$ cat config.mk
export PLATFORM = sky130hd
export DESIGN_NAME = seqmul_acc_flat
export DESIGN_NICKNAME = d
export VERILOG_FILES = /design/src/rtl/seqmul_pkg.sv /design/src/rtl/seqmul_acc_if.sv /design/src/rtl/seqmul_acc.sv /design/src/flat_wrapper.sv
export SDC_FILE = /design/constraint.sdc
export NUM_CORES = 1
export LEC_CHECK = 0
export CAP_MARGIN = 20
export CORE_MARGIN = 3
export CORE_UTILIZATION = 45
export CTS_BUF_LIST = sky130_fd_sc_hd__clkbuf_16
export DETAILED_ROUTE_END_ITERATION = 10
export HOLD_SLACK_MARGIN = 0.1
export PLACE_DENSITY = 0.76
export SLEW_MARGIN = 0
export SYNTH_ARGS = -nofsm -noshare
export SYNTH_HDL_FRONTEND = slang
export SYNTH_SLANG_ARGS = --single-unit
$ cat constraint.sdc
create_clock -name clk -period 3.12 [get_ports clk]
set_clock_uncertainty 0.05 [all_clocks]
set_input_delay 0.624 -clock clk [delete_from_list [all_inputs] [get_ports clk]]
set_output_delay 0.624 -clock clk [all_outputs]
set_load 0.05 [all_outputs]
$ cat src/rtl/seqmul_pkg.sv
// Shared definitions for the sequential-multiplier accumulator slice:
// default widths, the accumulator FSM state type and a width helper.
package seqmul_pkg;

    localparam int PW_DEFAULT      = 8;
    localparam int N_TERMS_DEFAULT = 4;

    typedef enum logic {
        ACCUM = 1'b0,
        HOLD  = 1'b1
    } state_t;

    function automatic int clog2(input int n);
        int r;
        int v;
        r = 0;
        v = n - 1;
        while (v > 0) begin
            r++;
            v = v >> 1;
        end
        return r;
    endfunction

    // Counters need at least one bit even for a single-term frame.
    function automatic int cnt_width(input int n);
        return (clog2(n) < 1) ? 1 : clog2(n);
    endfunction

endpackage

$ cat src/rtl/seqmul_acc_if.sv
// Product-in / frame-sum-out stream pair for seqmul_acc.
// slave is the accumulator side, master is the producer/consumer side.
interface seqmul_acc_if
    import seqmul_pkg::*;
#(
    parameter int PW = PW_DEFAULT,
    parameter int AW = 10
);
    // Both streams use plain valid/ready: a transfer happens on a rising
    // edge where valid && ready; valid never waits on ready, and the
    // payload is held stable by its source while valid && !ready.
    logic          in_valid;
    logic [PW-1:0] in_prod;
    logic          in_ready;

    logic          out_valid;
    logic [AW-1:0] out_sum;
    logic          out_ovf;
    logic          out_ready;

    modport master (
        output in_valid, in_prod, out_ready,
        input  in_ready, out_valid, out_sum, out_ovf
    );

    modport slave (
        input  in_valid, in_prod, out_ready,
        output in_ready, out_valid, out_sum, out_ovf
    );
endinterface

$ cat src/rtl/seqmul_acc.sv
// Accumulates N_TERMS multiplier products into one frame sum with sticky
// overflow. Define SEQMUL_ACC_SAT_EN to clamp the sum instead of wrapping.
module seqmul_acc
    import seqmul_pkg::*;
#(
    parameter int PW      = PW_DEFAULT,
    parameter int N_TERMS = N_TERMS_DEFAULT,
    parameter int AW      = 10
) (
    input  logic         clk,
    input  logic         reset,
    input  logic         clear,
    seqmul_acc_if.slave  bus,
    output logic         busy,
    output state_t       dbg_state
);

    localparam int             CW   = cnt_width(N_TERMS);
    localparam logic [CW-1:0]  LAST = CW'(N_TERMS - 1);

    state_t        state;
    logic [AW-1:0] sum;
    logic [CW-1:0] cnt;
    logic          ovf;
    logic          out_valid_q;

    logic          accept;
    logic [AW:0]   sum_ext;
    logic          carry;
    logic [AW-1:0] sum_nxt;

    assign bus.in_ready  = (state == ACCUM) && !clear;
    assign accept        = bus.in_valid && bus.in_ready;
    assign bus.out_valid = out_valid_q;
    assign bus.out_sum   = sum;
    assign bus.out_ovf   = ovf;
    assign busy          = (cnt != '0) || (state == HOLD);
    assign dbg_state     = state;

    // One extra bit on the adder exposes the carry that drives the sticky flag.
    always_comb begin
        sum_ext = {1'b0, sum} + (AW + 1)'(bus.in_prod);
        carry   = sum_ext[AW];
`ifdef SEQMUL_ACC_SAT_EN
        sum_nxt = carry ? '1 : sum_ext[AW-1:0];
`else
        sum_nxt = sum_ext[AW-1:0];
`endif
    end

    always_ff @(posedge clk or negedge reset) begin
        if (!reset) begin
            state       <= ACCUM;
            sum         <= '0;
            cnt         <= '0;
            ovf         <= 1'b0;
            out_valid_q <= 1'b0;
        end else if (clear) begin
            state       <= ACCUM;
            sum         <= '0;
            cnt         <= '0;
            ovf         <= 1'b0;
            out_valid_q <= 1'b0;
        end else begin
            case (state)
                ACCUM: begin
                    if (accept) begin
                        sum <= sum_nxt;
                        ovf <= ovf | carry;
                        if (cnt == LAST) begin
                            // Counter restarts here so it never wraps; HOLD keeps busy high.
                            cnt         <= '0;
                            state       <= HOLD;
                            out_valid_q <= 1'b1;
                        end else begin
                            cnt <= cnt + CW'(1);
                        end
                    end
                end
                HOLD: begin
                    if (bus.out_ready) begin
                        state       <= ACCUM;
                        sum         <= '0;
                        cnt         <= '0;
                        ovf         <= 1'b0;
                        out_valid_q <= 1'b0;
                    end
                end
                default: begin
                    state       <= ACCUM;
                    out_valid_q <= 1'b0;
                end
            endcase
        end
    end

endmodule
$ cat src/flat_wrapper.sv
// flat-port wrapper written by rule: the top's interface ports become plain ports
module seqmul_acc_flat import seqmul_pkg::*;
#(
    parameter int PW      = PW_DEFAULT,
    parameter int N_TERMS = N_TERMS_DEFAULT,
    parameter int AW      = 10
)
  (clk, reset, clear, busy, dbg_state, bus_in_valid, bus_in_prod, bus_out_ready, bus_in_ready, bus_out_valid, bus_out_sum, bus_out_ovf);
  seqmul_acc_if #(.PW(PW), .AW(AW)) bus_i ();
  input  logic clk;
  input  logic reset;
  input  logic clear;
  output logic busy;
  output state_t dbg_state;
  input wire logic [$bits(bus_i.in_valid)-1:0] bus_in_valid;
  input wire logic [$bits(bus_i.in_prod)-1:0] bus_in_prod;
  input wire logic [$bits(bus_i.out_ready)-1:0] bus_out_ready;
  output wire logic [$bits(bus_i.in_ready)-1:0] bus_in_ready;
  output wire logic [$bits(bus_i.out_valid)-1:0] bus_out_valid;
  output wire logic [$bits(bus_i.out_sum)-1:0] bus_out_sum;
  output wire logic [$bits(bus_i.out_ovf)-1:0] bus_out_ovf;
  assign bus_i.in_valid = bus_in_valid;
  assign bus_i.in_prod = bus_in_prod;
  assign bus_i.out_ready = bus_out_ready;
  assign bus_in_ready = bus_i.in_ready;
  assign bus_out_valid = bus_i.out_valid;
  assign bus_out_sum = bus_i.out_sum;
  assign bus_out_ovf = bus_i.out_ovf;
  seqmul_acc #(.PW(PW), .N_TERMS(N_TERMS), .AW(AW)) u_core (.clk(clk), .reset(reset), .clear(clear), .bus(bus_i), .busy(busy), .dbg_state(dbg_state));
endmodule
* Word-level counts from Yosys, hierarchy flattened
Index checks and enable logic that the tools add are counted. Widths: inputs -> output; s select.
Cells by class: reduce and logical (&&, ||, !) cells 7, div/mod/pow operators 0, muxes and demuxes 22, $mul 0, shifts and indexed selects 0, $lt $le $gt $ge 0, eq/ne operators 4, bitwise gates (word level) 2, $add $sub $neg 2
Operator list (count):
- $mux 10 | 3
- $pmux 10 s2 | 1
- $add 10x8->11 | 1
- $mux 1 | 10
- $mux 2 | 4
- $ne 3x3->1 const B | 2
- $pmux 1 s2 | 3
- $pmux 2 s2 | 1
- $ne 3x2->1 const B | 1
- $reduce_and 3->1 | 1
- $add 2x1->2 const B | 1
- $eq 2x2->1 const B | 1
- $logic_and 1x1->1 | 2
- $reduce_and 2->1 | 1
- $reduce_bool 2->1 | 1
- $logic_not 1->1 | 1
- $logic_or 1x1->1 | 1
- $not 1->1 | 1
- $or 1x1->1 | 1
Storage, ports and cells: memory bits (writable) 0, memory bits (read-only) 0, logic and storage cells 42, output and inout bits 15, memories kept 0, register bits after elaboration 15, latch bits 0

* Longest topological paths before layout
Gate-level depths: netlist of run 1.
depth after elaboration 6, depth in mapped cells 8

* Worst setup path after synthesis of run 1
Ideal clock, no wire load.
kind flip-flop to output port, from register u_core.state (netlist: u_core.dbg_state), to output bus_in_ready, buffers on the path 0, slack 0.989 ns, stages on the path, launching flop included 2, required time 2.446 ns, arrival time 1.457 ns, cells stage by stage dfrtp_1 > nor2_1
On the way: cells in the longest elaborated chain, start to end 2
RTL lines:
- start: declaration | RTL line seqmul_acc.sv:21 | state_t state;
- start signal: assignment | RTL line seqmul_acc.sv:53 | state <= ACCUM;
- start signal: assignment | RTL line seqmul_acc.sv:59 | state <= ACCUM;
- start signal: assignment | RTL line seqmul_acc.sv:73 | state <= HOLD;
- $not 1->1 | RTL line seqmul_acc.sv:32 | assign bus.in_ready = (state == ACCUM) && !clear;
- $logic_and 1x1->1 | RTL line seqmul_acc.sv:32
- end: declaration | RTL line flat_wrapper.sv:18 | output wire logic [$bits(bus_i.in_ready)-1:0] bus_in_ready;
Every way passes these cells.

* Worst setup path in the final report of run 1
from register u_core.cnt[0], to output busy
On the way: cells in the longest elaborated chain, start to end 2
RTL lines:
- start: declaration | RTL line seqmul_acc.sv:23 | logic [CW-1:0] cnt;
- start signal: assignment | RTL line seqmul_acc.sv:76 | cnt <= cnt + CW'(1);
- $reduce_bool 2->1 | RTL line seqmul_acc.sv:37 | assign busy = (cnt != '0) || (state == HOLD);
- $logic_or 1x1->1 | RTL line seqmul_acc.sv:37
- end: declaration | RTL line flat_wrapper.sv:13 | output logic busy;
Every way passes these cells.

==> flow_metrics.tcl, run 1 <==
set metrics [dict create \
    status "complete, no violations" \
    rows 16 \
    clk_pin_slew_worst_paths_ns 0.05 \
    cts.repair.resized 0 \
    synth_cells 111 \
    crit_fanout 4 \
    dr.pass1.iters 4 \
    io_buffers 27 \
    drc 0 \
    crit_type "reg -> out" \
    netlist_area_sq_um 1000 \
    rsz0062_at_grt "false" \
    cap_violations 0 \
    syn_nets 135 \
    grt_overflow 0 \
    die_h_um 53.3 \
    synth_edf_count 0 \
    hp-class "reg -> reg" \
    cts_tree "built" \
    cts_setup_buffers 0 \
    critPathCaptureType "primary output" \
    drt_iter0_drc 13 \
    synth-compound-area-share_pct 20.3 \
    start_util_pct 49.2 \
    synth-simple-area-share_pct 19.2 \
    area_growth_pct 37.5 \
    synth_mux_area_share_pct 0 \
    worstPathArrival_ns 1.77 \
    crit_start "u_core.cnt[0]$_DFFE_PN0P_" \
    routabilityCongestion 0.829 \
    ir_drop_mv 0.399 \
    min_period_ns 2.44 \
    core-area_sq_um 2040 \
    synth_top_family_by_area "compound AO/OA/AOI/OAI gates" \
    postLayoutCoreUtil_pct 67.6 \
    nets 166 \
    grt_pass1_vias 875 \
    fin_setup_tns_ns 0 \
    vias 906 \
    clock_sinks 15 \
    ant_nets 0 \
    seq_area_frac_synth_pct 37.4 \
    diodes 0 \
    dpl.hpwl_um 1650 \
    timing_hold_violations_final 0 \
    place_area_sq_um 1300 \
    cp.required_ns 2.45 \
    yosysWarnings 0 \
    rr_startpoint "u_core.bus.out_sum[0]$_DFFE_PN0P_" \
    cts_root_buf "clkbuf_16" \
    finalCritPeriodShare_pct 78.2 \
    cts.path.max_buffers 2 \
    finalPower_mw 0.870 \
    relSlewSlack_pct 53.2 \
    avgSynthCellArea_sq_um 9.05 \
    setup_violations 0 \
    finalMaxSlewViolations 0 \
    synth_xor_xnor_area_share_pct 5.23 \
    ios 28 \
    synth-seq-cells 15 \
    avgRoutedWirePerCell_um 13.1 \
    synth_fa_ha_area_share_pct 14.4 \
    hp-start "u_core.bus.out_ovf$_DFFE_PN0P_" \
    antenna_found_initial 0 \
    yosysUniqueCellTypes 35 \
    grt_pass1_wl_um 3810 \
    async_reset_ff_share_pct 100 \
    drive_gt1_share_pct 7.09 \
    wl_um 2200 \
    h-tree-depth 1 \
    vias_per_cell 5.39 \
    die_area_sq_um 2840 \
    hold_slack_ns 0.430 \
    cts_buffers 3 \
    fmax_mhz 410 \
    final_area_sq_um 1380 \
    power_density_nw_per_um2 630 \
    grt_max_degree 16 \
    worstMarginPinSlew_ns 0.700 \
    clk_latency_ns 0.24 \
    p_leak_nw 0.604 \
    grt_use_total_pct 18.5 \
    die_w_um 53.3 \
    hold_buffers 0 \
    cp-start-kind "flip-flop" \
    synth_flop_cell "dfrtp_1" \
]
==> where the power goes <==
group | switching [mW] | total [mW] | internal, mW
clock network | 0.0798 | 0.251 | 0.171
registers | 0.0318 | 0.256 | 0.225
logic | 0.222 | 0.363 | 0.141
==> state kept, by name (all words and copies together) (netlist names) <==
| signal | cells |
|---|---|
| u_core.bus.out_valid | 1 |
| u_core.dbg_state | 1 |
| u_core.bus.out_ovf | 1 |
| u_core.bus.out_sum | 10 |
| u_core.cnt | 2 |
==> path summary, 6_finish.rpt <==
kind                                                           to  slack, ns  depth (start not counted)
min in group asynchronous              u_core.dbg_state$_DFF_PN0_       0.75                          1
worst min register to register     u_core.bus.out_ovf$_DFFE_PN0P_       0.43                          2
worst max-delay path                                         busy       0.68                          4
worst max register to register     u_core.bus.out_ovf$_DFFE_PN0P_       1.21                          8
max in group asynchronous       u_core.bus.out_sum[3]$_DFFE_PN0P_       1.82                          1
worst min-delay path               u_core.bus.out_ovf$_DFFE_PN0P_       0.43                          2
==> stage by stage <==
stage / worst slack (ns) / cells
floorplan: 0.989 / 111
global placement: 0.564 / 164
detailed placement: 0.532 / 164
CTS: 0.686 / 168
global route: 0.597 / 168
finish: 0.681 / 168
==> cell usage in the layout (no fill, tap or decap), types with 2 or more instances in the layout <==
cell             synthesis  routed
nor3_1                   3       3
clkdlybuf4s50_1          0      26
nand3_1                  4       4
nor2b_1                  2       2
ha_1                    10      10
nand2b_1                 2       2
nor2_1                   2       2
a31oi_1                  2       2
o21ai_1                  5       5
o21ai_0                  5       5
nand2_1                 17      17
a32o_1                   2       2
nand4_1                  2       2
dfrtp_1                 15      15
o211ai_1                 2       2
inv_1                    8       8
xnor2_1                  5       5
a21o_1                   2       2
a21oi_1                  5       5
clkbuf_16                0       3
a21oi_2                  2       2
==> metal layers <==
metal,vias up,wire (um),GRT usage [%]
met5,-,0,0
met4,0,11,7.66
met3,2,84,3.94
met2,14,1090,29.0
met1,428,1010,24.3
li1,462,-,-
==> cell families after synthesis <==
| family | after synthesis |
|---|---|
| compound gates | 31 |
| xor+xnor | 6 |
| fa+ha+maj | 11 |
| buf+inv | 9 |
| flops | 15 |
| simple gates | 39 |
==> worst max-delay path: stages, from the launching register on <==
cell	delay (ns)
dfrtp_1	0.40
inv_1	0.06
ha_1	0.20
nand2b_1	0.06
clkdlybuf4s50_1	0.79
==> area by class of cell <==
| cell class | instances | area [sq um] |
|---|---|---|
| repair buffers | 27 | 268 |
| inverters | 8 | 30.0 |
| clock inverters | 1 | 5.00 |
| clock buffers | 3 | 75.1 |
| flip-flops and latches | 15 | 375 |
| multi-input cells | 87 | 594 |
| fillers | 167 | 661 |
| well taps | 27 | 33.8 |
==> synthesized netlist by cell type, types with 2 or more instances <==
cell type  count  area (sq um)
dfrtp_1       15           375
nand4_1        2          12.5
a32o_1         2          20.0
inv_1          8          30.0
o21ai_0        5          25.0
ha_1          10           125
a31oi_1        2          12.5
o21ai_1        5          25.0
nor3_1         3          15.0
o211ai_1       2          15.0
xnor2_1        5          43.8
nand2_1       17          63.8
a21o_1         2          15.0
a21oi_2        2          17.5
nand3_1        4          20.0
nor2_1         2          7.51
a21oi_1        5          25.0
nand2b_1       2          12.5
nor2b_1        2          12.5
(Power assumes the default switching activity.)
==> inputs of run 2 (changes only) <==
==> constraint.sdc (replaced) <==
create_clock -name clk -period 2.3 [get_ports clk]
set_clock_uncertainty 0.05 [all_clocks]
set_input_delay 0.46 -clock clk [delete_from_list [all_inputs] [get_ports clk]]
set_output_delay 0.46 -clock clk [all_outputs]
set_load 0.05 [all_outputs]
==> run 2 against run 1 <==
  * Sequential share of layout area shrank 1.4 points
  * Via count grew 4.0%
  * Highest routed layer unchanged
  * Register-to-register slack lost 0.75 ns
  * Count of clock-buffer cells in the layout is the same
  * Worst setup slack lost 0.51 ns
  * Largest cell class unchanged
  * Routed wire length grew 7.0%
  * Largest power group unchanged
==> flow_metrics.tcl, run 2 (synthesized netlist as in run 1, its figures left out) <==
set metrics [dict create \
    status "complete, no violations" \
    worstPathArrival_ns 2.22 \
    cap_violations 0 \
    die_h_um 53.3 \
    grt_overflow 0 \
    drive_gt1_share_pct 12.7 \
    drc 0 \
    cts_buffers 3 \
    cts_tree "built" \
    fmax_mhz 471 \
    ir_drop_mv 0.561 \
    rsz0062_at_grt "false" \
    grt_use_total_pct 19.7 \
    routabilityCongestion 0.840 \
    timing_hold_violations_final 0 \
    crit_type "in -> reg" \
    hp-class "reg -> reg" \
    largest_reg_flops 10 \
    crit_family "adder cells" \
    setup_violations 0 \
    placedCellCount 173 \
    n_fill_cell 178 \
    multiInputGateArea_sq_um 594 \
    finalCritPeriodShare_pct 92.4 \
    crit_fanout 2 \
    register_area_sq_um 375 \
    final_cells 177 \
    dp_worst_setup_slack_ns -0.0883 \
    clk_pin_slew_worst_paths_ns 0.05 \
    ios 28 \
    clock_sinks 15 \
    core-area_sq_um 2040 \
    vias 942 \
    slowest_stage "clkdlybuf4s50_1" \
    vias_per_cell 5.32 \
    dpl.hpwl_um 1830 \
    nets 175 \
    p_leak_nw 0.655 \
    power_density_nw_per_um2 824 \
    ant_nets 0 \
    relSlewSlack_pct 52.3 \
    max_stage_delay_ns 0.45 \
    drt_iter0_drc 15 \
    cts_root_buf "clkbuf_16" \
    cp.required_ns 2.40 \
    cts.repair.resized 0 \
    grt_pass1_wl_um 4050 \
    cp-start-kind "primary input" \
    antenna_found_initial 0 \
    hold_buffers 0 \
    diodes 0 \
    cts.path.max_buffers 2 \
    finalMaxSlewViolations 0 \
    min_period_ns 2.12 \
    final_cell_mix "clkdlybuf4s50_1, nand2_1, dfrtp_1" \
    start_util_pct 49.2 \
    finalPower_mw 1.20 \
    dr.pass1.iters 4 \
    crit_chain "clkdlybuf4s50_1, ha_1, inv_1, fa_1, nor2b_1, o21bai_1, a21oi_2, nor2_1, o31ai_1" \
    area_growth_pct 45.1 \
    avgRoutedWirePerCell_um 13.3 \
    grt_max_degree 16 \
    h-tree-depth 1 \
    cts_setup_buffers 0 \
    wl_um 2350 \
    clk_latency_ns 0.24 \
    critPathCaptureType "flip-flop" \
    worstMarginPinSlew_ns 0.713 \
    die_w_um 53.3 \
    final_common_cell "clkdlybuf4s50_1" \
    rows 16 \
    grt_pass1_vias 960 \
    setup_ws_ns 0.175 \
    critPathBufInv 2 \
    io_buffers 27 \
    die_area_sq_um 2840 \
]
## run 2: changes by cell type in the layout (fill, tap and decap cells not counted)
cell / before / now
inv_1: 8 / 9
clkinv_2: 1 / 0
clkdlybuf4s50_1: 26 / 25
buf_12: 0 / 1
buf_4: 1 / 10
## run 2: cell type report
class                           count  area share [%]
Inverter                            8            2.06
Clock buffer                        3            5.15
Multi-Input combinational cell     87            40.8
Clock inverter                      1           0.258
Timing Repair Buffer               36            23.7
Tap cell                           27            2.32
Sequential cell                    15            25.8
## run 2: path summary, 6_finish.rpt
path                                                   start                                end  slack, ns  cells past startpoint
min in group asynchronous                              reset         u_core.dbg_state$_DFF_PN0_       0.60                      1
hold / removal                u_core.bus.out_ovf$_DFFE_PN0P_     u_core.bus.out_ovf$_DFFE_PN0P_       0.43                      2
hold reg to reg               u_core.bus.out_ovf$_DFFE_PN0P_     u_core.bus.out_ovf$_DFFE_PN0P_       0.43                      2
setup reg to reg           u_core.bus.out_sum[0]$_DFFE_PN0P_     u_core.bus.out_ovf$_DFFE_PN0P_       0.46                      8
setup / recovery                              bus_in_prod[0]     u_core.bus.out_ovf$_DFFE_PN0P_       0.18                      9
max in group asynchronous                              reset  u_core.bus.out_sum[5]$_DFFE_PN0P_       1.15                      1
## run 2: power by group
part           internal [mW]  leakage [nW]  switching [mW]
Clock                  0.230        0.0423           0.100
Sequential             0.305         0.200          0.0446
Combinational          0.213         0.413           0.309
Total                  0.748         0.655           0.454
## run 2: layer usage
layer | routed length (um) | up-vias | GRT usage, %
li1 | - | 477 | -
met5 | 0 | - | 0
met4 | 32 | 0 | 6.38
met2 | 1160 | 18 | 33.3
met3 | 78 | 4 | 3.38
met1 | 1080 | 443 | 25.0
## run 2: per-stage QoR
step | hold WS (ns) | cell area [sq um] | util, % | TNS, ns
5_1_grt | 0.473 | 1460 | 71.4 | 0
6_report | 0.430 | 1460 | 71.4 | 0
2_1_floorplan | 0.114 | 1000 | - | 0
3_5_place_dp | 0.421 | 1380 | 67.5 | -0.141
4_1_cts | 0.432 | 1460 | 71.4 | 0
3_3_place_gp | 0.416 | 1380 | 67.5 | -0.0567
## run 2: tightest hold or removal path: stages, from the launching register on
cell and delay (ns):
dfrtp_1 0.33, nand2_1 0.06, o31ai_1 0.05
==> inputs of run 3 (changes only) <==
==> constraint.sdc (replaced) <==
create_clock -name clk -period 2.3 [get_ports clk]
set_clock_uncertainty 0.05 [all_clocks]
set_input_delay 0.69 -clock clk [delete_from_list [all_inputs] [get_ports clk]]
set_output_delay 0.69 -clock clk [all_outputs]
set_load 0.05 [all_outputs]
==> run 3 against run 2 <==
  * Sequential share of layout area down 1.0 points
  * Combinational power up 6.7%
  * Final cell count up 2.8%
  * Sequential cell count unchanged
  * Count of clock-buffer cells in the layout unchanged
  * Sequential power about the same
  * First-iteration DRC count up 20%
  * Non-clock buffer count up 5
  * Register-to-register slack better by 0.02 ns
  * Routed wire length up 11%
  * Critical endpoint is now bus_in_ready
==> flow_metrics.tcl, run 3 (synthesized netlist as in run 1, its figures left out) <==
set metrics [dict create \
    antenna_found_initial 0 \
    finalPower_mw 1.25 \
    clk_pin_slew_worst_paths_ns 0.05 \
    fmax_mhz 443 \
    h-tree-depth 1 \
    crit_type "in -> out" \
    die_h_um 53.3 \
    ant_nets 0 \
    setup_violations 0 \
    hold_slack_ns 0.460 \
    routabilityCongestion 0.847 \
    cts_tree "built" \
    grt_pass1_vias 970 \
    final_common_cell "buf_4" \
    clock_sinks 15 \
    rows 16 \
    vias_per_cell 5.42 \
    clk_latency_ns 0.25 \
    nets 180 \
    die_w_um 53.3 \
    largest_reg_flops 10 \
    grt_pass1_wl_um 4130 \
    fin_setup_tns_ns 0 \
    worstMarginPinSlew_ns 0.496 \
    vias 987 \
    cts.path.max_buffers 2 \
    min_period_ns 2.26 \
    drc 0 \
    avgRoutedWirePerCell_um 14.3 \
    wl_um 2600 \
    cts_buffers 3 \
    ir_drop_mv 0.550 \
    area_growth_pct 51.1 \
    critPathBufInv 2 \
    ios 28 \
    power_density_nw_per_um2 821 \
    cp.required_ns 1.56 \
    critPathCaptureType "primary output" \
    diodes 0 \
    dpl.hpwl_um 1910 \
    crit_chain "clkdlybuf4s50_1, nor2_2, buf_12" \
    grt_use_total_pct 20.0 \
    hp-class "reg -> reg" \
    dr.pass1.iters 4 \
    drive_gt1_share_pct 23.9 \
    die_area_sq_um 2840 \
    crit_fanout 3 \
    finalMaxSlewViolations 0 \
    status "complete, no violations" \
    max_stage_delay_ns 0.45 \
    slowest_stage "clkdlybuf4s50_1" \
    place_area_sq_um 1410 \
    cap_violations 0 \
    timing_hold_violations_final 0 \
    finalCritPeriodShare_pct 98.2 \
    final_cell_mix "buf_4, clkdlybuf4s50_1, nand2_1" \
    start_util_pct 49.2 \
    worstPathArrival_ns 1.52 \
    p_leak_nw 0.694 \
    core-area_sq_um 2040 \
    drt_iter0_drc 18 \
    io_buffers 27 \
    grt_max_degree 16 \
    relSlewSlack_pct 66.8 \
    grt_overflow 0 \
    cp-start-kind "primary input" \
    postLayoutCoreUtil_pct 74.3 \
    cts_root_buf "clkbuf_16" \
    crit_family "buffers and inverters" \
    final_area_sq_um 1520 \
]
## run 3: layout make-up
cell class / count / area (sq um)
Multi-Input combinational cell: 87 / 621
Inverter: 8 / 30.0
Tap cell: 27 / 33.8
Clock inverter: 1 / 3.75
Timing Repair Buffer: 41 / 379
Sequential cell: 15 / 375
Clock buffer: 3 / 75.1
Fill cell: 156 / 524
## run 3: where the power goes
part | internal (mW) | switching (mW)
Combinational | 0.233 | 0.324
Clock | 0.231 | 0.108
Sequential | 0.305 | 0.0454
## run 3: final timing paths
check / start / to / slack [ns] / depth (start not counted)
min in group asynchronous: reset / u_core.bus.out_valid$_DFFE_PN0P_ / 0.71 / 2
setup reg to reg: u_core.bus.out_sum[0]$_DFFE_PN0P_ / u_core.bus.out_ovf$_DFFE_PN0P_ / 0.48 / 8
max in group asynchronous: reset / u_core.bus.out_sum[4]$_DFFE_PN0P_ / 1.31 / 2
hold reg to reg: u_core.bus.out_ovf$_DFFE_PN0P_ / u_core.bus.out_ovf$_DFFE_PN0P_ / 0.46 / 2
setup / recovery: clear / bus_in_ready / 0.04 / 3
hold / removal: u_core.bus.out_ovf$_DFFE_PN0P_ / u_core.bus.out_ovf$_DFFE_PN0P_ / 0.46 / 2
## run 3: through the flow
step	std cells	worst slack [ns]
global placement	178	-0.277
CTS	182	0.0577
detailed placement	178	-0.371
global route	182	-0.00922
floorplan	111	0.103
finish	182	0.0406
## run 3: worst reg2reg max path: cells and delay by family (launching register included)
kind / cells / cell delay, ns
AO/OA/AOI/OAI: 3 / 0.49
adder cells (fa/ha/maj): 2 / 0.57
buffers and inverters: 1 / 0.04
flip-flops: 1 / 0.38
AND/OR/NAND/NOR: 2 / 0.19
## run 3: routing by layer
layer / GRT usage (%) / up-vias / wire (um) / share of wire, %
li1: - / 485 / - / -
met1: 25.5 / 473 / 1180 / 45
met2: 31.4 / 24 / 1270 / 49
met3: 3.94 / 5 / 111 / 4.3
met4: 10.2 / 0 / 39 / 1.5
met5: 0 / - / 0 / 0
## run 3: timing repair
action                                  4_1_cts  5_1_grt
pin swaps                                     5        1
endpoints found under the setup margin        3        2
gates resized for setup                       5        4
hold buffers                                  0        0
setup buffers                                 0        0
==> patch 1: new RTL, settings of run 2 <==
Reset style: synchronous (`reset`), changed in one clocked block.
--- a/src/rtl/seqmul_acc.sv
+++ b/src/rtl/seqmul_acc.sv
@@ -48,7 +48,7 @@
 `endif
     end
 
-    always_ff @(posedge clk or negedge reset) begin
+    always_ff @(posedge clk) begin
         if (!reset) begin
             state       <= ACCUM;
             sum         <= '0;
Function: differs if reset is asserted again (counterexample within 4 cycles, from zero or initial values and one cycle with reset low); with reset held inactive, the same outputs for 10 cycles.
==> patch 1 against run 2 <==
  * Die area is 3.4% lower
  * Sequential share of layout area is 4.2 points lower
  * Worst setup slack worse by 0.023 ns
  * Cell count is 4.0% lower
  * Routed wire length is 5.7% lower
  * Sequential cell count stayed put
  * Final area is 4.3% lower
  * First-iteration DRC count is 33% higher
  * Area after synthesis is 3.9% lower
  * Critical endpoint is now u_core.bus.out_sum[6]$_SDFFE_PP0P_
  * Highest routed layer unchanged
  * Count of clock-buffer cells in the layout stayed put
Power is not compared: it rests on default switching activity, and its combinational part moved more than twofold at a synthesized area within 25%.
==> patch 1: results (changes against run 2) <==
\begin{tabular}{lr}
\hline
Metric & Value \\
\hline
\multicolumn{2}{l}{\textbf{Logic synthesis}} \\
\quad Post-Synthesis Net Count & 133 (-1.5\%) \\
\quad Area contributors post-synth & dfxtp\_1, ha\_1, nor2\_1, a21oi\_1, a32o\_1 \\
\quad Portion of the post-synthesis area used by sequential elements & 31.1\% (-6.3 points) \\
\quad Count of distinct cell types in the synthesized netlist & 37 (+5.7\%) \\
\quad Area share of xor/xnor cells in the synthesized design & 4.53\% (-0.70 points) \\
\quad Arithmetic-cell share of the synthesized area counting full adders, half adders and majority gates & 15.0\% (+0.58 points) \\
\quad Top cell types by occurrence after synthesis & dfxtp\_1, nor2\_1, ha\_1, a21oi\_1 \\
\quad Post-synth ARST share & 0\% (-100 points) \\
\multicolumn{2}{l}{\textbf{Detailed routing}} \\
\quad Met1 WL & 1040 um (-3.8\%) \\
\quad Detailed Route Iter0 Violations & 20 (+5) \\
\quad WL met3 & 105 um (+35\%) \\
\quad Total length of routed wires & 2220 um (-5.7\%) \\
\multicolumn{2}{l}{\textbf{Min path}} \\
\quad Worst hold start & u\_core.bus.out\_ovf\$\_SDFFE\_PP0P\_ \\
\multicolumn{2}{l}{\textbf{Global route}} \\
\quad Global-route wire length before repair & 3820 um (-5.8\%) \\
\quad M2 GR Usage & 28.3\% (-5.0 points) \\
\quad Vias in the first global route & 943 (-1.8\%) \\
\quad GR met1 Demand/Resource & 22.8\% (-2.2 points) \\
\multicolumn{2}{l}{\textbf{STA}} \\
\quad Slew margin rel. & 66.4\% (+14 points) \\
\quad Worst-case hold slack & 0.416 ns (-0.0133 ns) \\
\quad Post-layout worst setup margin & 0.152 ns (-0.0234 ns) \\
\multicolumn{2}{l}{\textbf{Outcome}} \\
\quad Run status & completed \\
\multicolumn{2}{l}{\textbf{Setup path}} \\
\quad Cell class contributing the biggest share of worst-path delay & buffers and inverters \\
\quad Worst Path Max Fanout & 3 (+1) \\
\quad Reg-to-Reg Start & u\_core.bus.out\_sum[0]\$\_SDFFE\_PP0P\_ \\
\quad Capture point of the worst reg-to-reg path & u\_core.bus.out\_sum[6]\$\_SDFFE\_PP0P\_ \\
\multicolumn{2}{l}{\textbf{Final layout}} \\
\quad NumNets Final & 168 (-4.0\%) \\
\hline
\end{tabular}
## patch 1: changes by cell type in the layout (fill, tap and decap cells not counted), moves of 3 or more
cell	change
dfxtp_1	+15
buf_4	-3
o21ai_0	-3
nor3_1	-3
nand2_1	-11
a21oi_1	+3
nor2_1	+11
dfrtp_1	-15
nand2b_1	+3
o21ai_1	-5
## patch 1: per-stage QoR
stage / power (W) / setup TNS [ns] / utilization, % / cells
2_1_floorplan: 0.000352 / 0 / - / 109
3_3_place_gp: 0.000402 / -0.246 / 65.3 / 166
3_5_place_dp: 0.000404 / -0.503 / 65.3 / 166
4_1_cts: 0.000737 / 0 / 69.2 / 170
5_1_grt: 0.000756 / 0 / 69.7 / 170
6_report: 0.000731 / 0 / 69.7 / 170
## patch 1: cell type report
cell class	instances	share of cell area, %
clock inverters	1	0.269
inverters	6	1.61
flip-flops and latches	15	21.5
multi-input cells	85	45.7
well taps	27	2.42
repair buffers	33	23.1
clock buffers	3	5.38
==> patch 2: new RTL, flow settings as in run 2 <==
Without the edit above. `AW` is set to 10 in 3 places; all go to 9.
--- a/src/rtl/seqmul_acc_if.sv
+++ b/src/rtl/seqmul_acc_if.sv
@@ -4,7 +4,7 @@
     import seqmul_pkg::*;
 #(
     parameter int PW = PW_DEFAULT,
-    parameter int AW = 10
+    parameter int AW = 9
 );
     // Both streams use plain valid/ready: a transfer happens on a rising
     // edge where valid && ready; valid never waits on ready, and the
--- a/src/rtl/seqmul_acc.sv
+++ b/src/rtl/seqmul_acc.sv
@@ -5,7 +5,7 @@
 #(
     parameter int PW      = PW_DEFAULT,
     parameter int N_TERMS = N_TERMS_DEFAULT,
-    parameter int AW      = 10
+    parameter int AW      = 9
 ) (
     input  logic         clk,
     input  logic         reset,
--- a/src/flat_wrapper.sv
+++ b/src/flat_wrapper.sv
@@ -3,7 +3,7 @@
 #(
     parameter int PW      = PW_DEFAULT,
     parameter int N_TERMS = N_TERMS_DEFAULT,
-    parameter int AW      = 10
+    parameter int AW      = 9
 )
   (clk, reset, clear, busy, dbg_state, bus_in_valid, bus_in_prod, bus_out_ready, bus_in_ready, bus_out_valid, bus_out_sum, bus_out_ovf);
   seqmul_acc_if #(.PW(PW), .AW(AW)) bus_i ();
Ports: changed (resized bus_out_sum); port bits go from 28 to 27. The function was not compared with the original's and may differ.
==> patch 2 against run 2 <==
  * Via count rose by 5.6%
  * Highest routed layer unchanged
  * Largest power group unchanged
  * Routed wire length rose by 7.9%
  * Critical path type unchanged
  * Sequential cell count fell by 1
  * Cell count did not move
  * Area after synthesis fell by 2.0%
  * Final area rose by 1.1%
  * Global-route usage rose by 1.6 points
  * Core utilization rose by 1.5 points
  * Worst setup slack got worse by 0.073 ns
  * Power fell by 15%
  * Die area fell by 1.8%
==> patch 2: results (changes against run 2) <==
\begin{tabular}{lr}
\hline
Metric & Value \\
\hline
\multicolumn{2}{l}{\textbf{Outcome}} \\
\quad Run status & completed \\
\multicolumn{2}{l}{\textbf{Power}} \\
\quad Worst vdd ir & 0.501 mV (-11\%) \\
\quad Clock share of power & 32.9\% (+5.5 points) \\
\quad Fraction of power spent switching nets & 33.9\% (-3.9 points) \\
\quad Static Leak & 0.673 nW (+2.8\%) \\
\multicolumn{2}{l}{\textbf{Placement}} \\
\quad Final RePlAce weighted congestion & 0.910 (+8.2\%) \\
\quad Worst Setup Slack post-DPL & -0.334 ns (-0.246 ns) \\
\quad Cell total after placement & 172 (-0.58\%) \\
\quad Half-perimeter wire length after detailed placement & 1920 um (+5.0\%) \\
\multicolumn{2}{l}{\textbf{Detailed routing}} \\
\quad Detailed Route Iter0 Violations & 17 (+2) \\
\quad Via total after detailed routing & 995 (+5.6\%) \\
\multicolumn{2}{l}{\textbf{Setup path}} \\
\quad Biggest cell delay along the critical path & 0.50 ns (+0.05 ns) \\
\quad Worst setup startpoint & bus\_in\_prod[1] \\
\multicolumn{2}{l}{\textbf{Final layout}} \\
\quad Flip-flop count of the largest register, all copies and words added & 9 (-1) \\
\quad Number of filler cells placed in the layout & 154 (-13\%) \\
\quad Fraction of layout cells with a size suffix above 1 & 18.7\% (+6.0 points) \\
\multicolumn{2}{l}{\textbf{Logic synthesis}} \\
\quad Top cell types by occurrence after synthesis & dfrtp\_1, o21ai\_0, nand2\_1, ha\_1, nor2\_1 \\
\quad Portion of the post-synthesis area used by sequential elements & 35.6\% (-1.8 points) \\
\quad Area contributors post-synth & dfrtp\_1, ha\_1, o21ai\_0, nand2\_1, a21oi\_1 \\
\quad Synth Area in Compound Gates & 26.6\% (+6.3 points) \\
\quad Post-Synthesis Cells & 109 (-1.8\%) \\
\quad Post-Synthesis Net Count & 133 (-1.5\%) \\
\quad Arithmetic-cell share of the synthesized area counting full adders, half adders and majority gates & 14.7\% (+0.29 points) \\
\multicolumn{2}{l}{\textbf{Global route}} \\
\quad Pin count of the biggest net entering global routing & 15 (-1) \\
\quad Global-route wire length before repair & 4170 um (+2.9\%) \\
\quad Vias in the first global route & 956 (-0.42\%) \\
\hline
\end{tabular}
==> patch 2: cell types whose count changed in the layout (fill, tap and decap cells not counted), moves of 3 or more <==
cell,change
buf_4,+4
nand2_1,-6
nand3_1,-3
nor2_1,+7
o21ai_0,+7
o21ai_1,-5
xnor2_1,-5
==> patch 2: metrics by stage <==
step	power, W	instance area [um^2]	TNS (ns)
5_1_grt	0.00107	1470	0
4_1_cts	0.00102	1470	0
6_report	0.00102	1470	0
3_3_place_gp	0.000666	1370	-0.563
3_5_place_dp	0.000676	1370	-0.767
2_1_floorplan	0.000528	986	0
==> patch 2: final timing paths <==
path	slack, ns	to
setup reg to reg	0.28	u_core.bus.out_sum[8]$_DFFE_PN0P_
hold / removal	0.46	u_core.bus.out_sum[3]$_DFFE_PN0P_
max in group asynchronous	1.15	u_core.bus.out_sum[0]$_DFFE_PN0P_
setup / recovery	0.10	u_core.bus.out_sum[8]$_DFFE_PN0P_
min in group asynchronous	0.58	u_core.bus.out_sum[4]$_DFFE_PN0P_
hold reg to reg	0.46	u_core.bus.out_sum[3]$_DFFE_PN0P_
==> patch 2: area by class of cell <==
type                       count  share of cell area, %
tap                           27                   2.29
inverter                       8                   2.04
multi-input combinational     85                   41.8
clock inverter                 1                  0.255
timing repair buffer          39                   24.7
clock buffer                   3                   5.09
sequential                    14                   23.9
==> patch 2: per-layer routing <==
metal / GRT usage (%) / vias up / routed length, um
met5: 0 / - / 0
met4: 12.8 / 0 / 77
met3: 5.13 / 10 / 140
met2: 36.6 / 41 / 1320
met1: 23.2 / 470 / 993
li1: - / 474 / -
==> patch 2: what timing repair did <==
item | 4_1_cts | 5_1_grt
endpoints found under the setup margin | 1 | 1
buffers inserted | 1 | 0
gates cloned | 0 | 0
hold buffers | 0 | 0
resized for setup | 5 | 1
pin swaps | 5 | 0
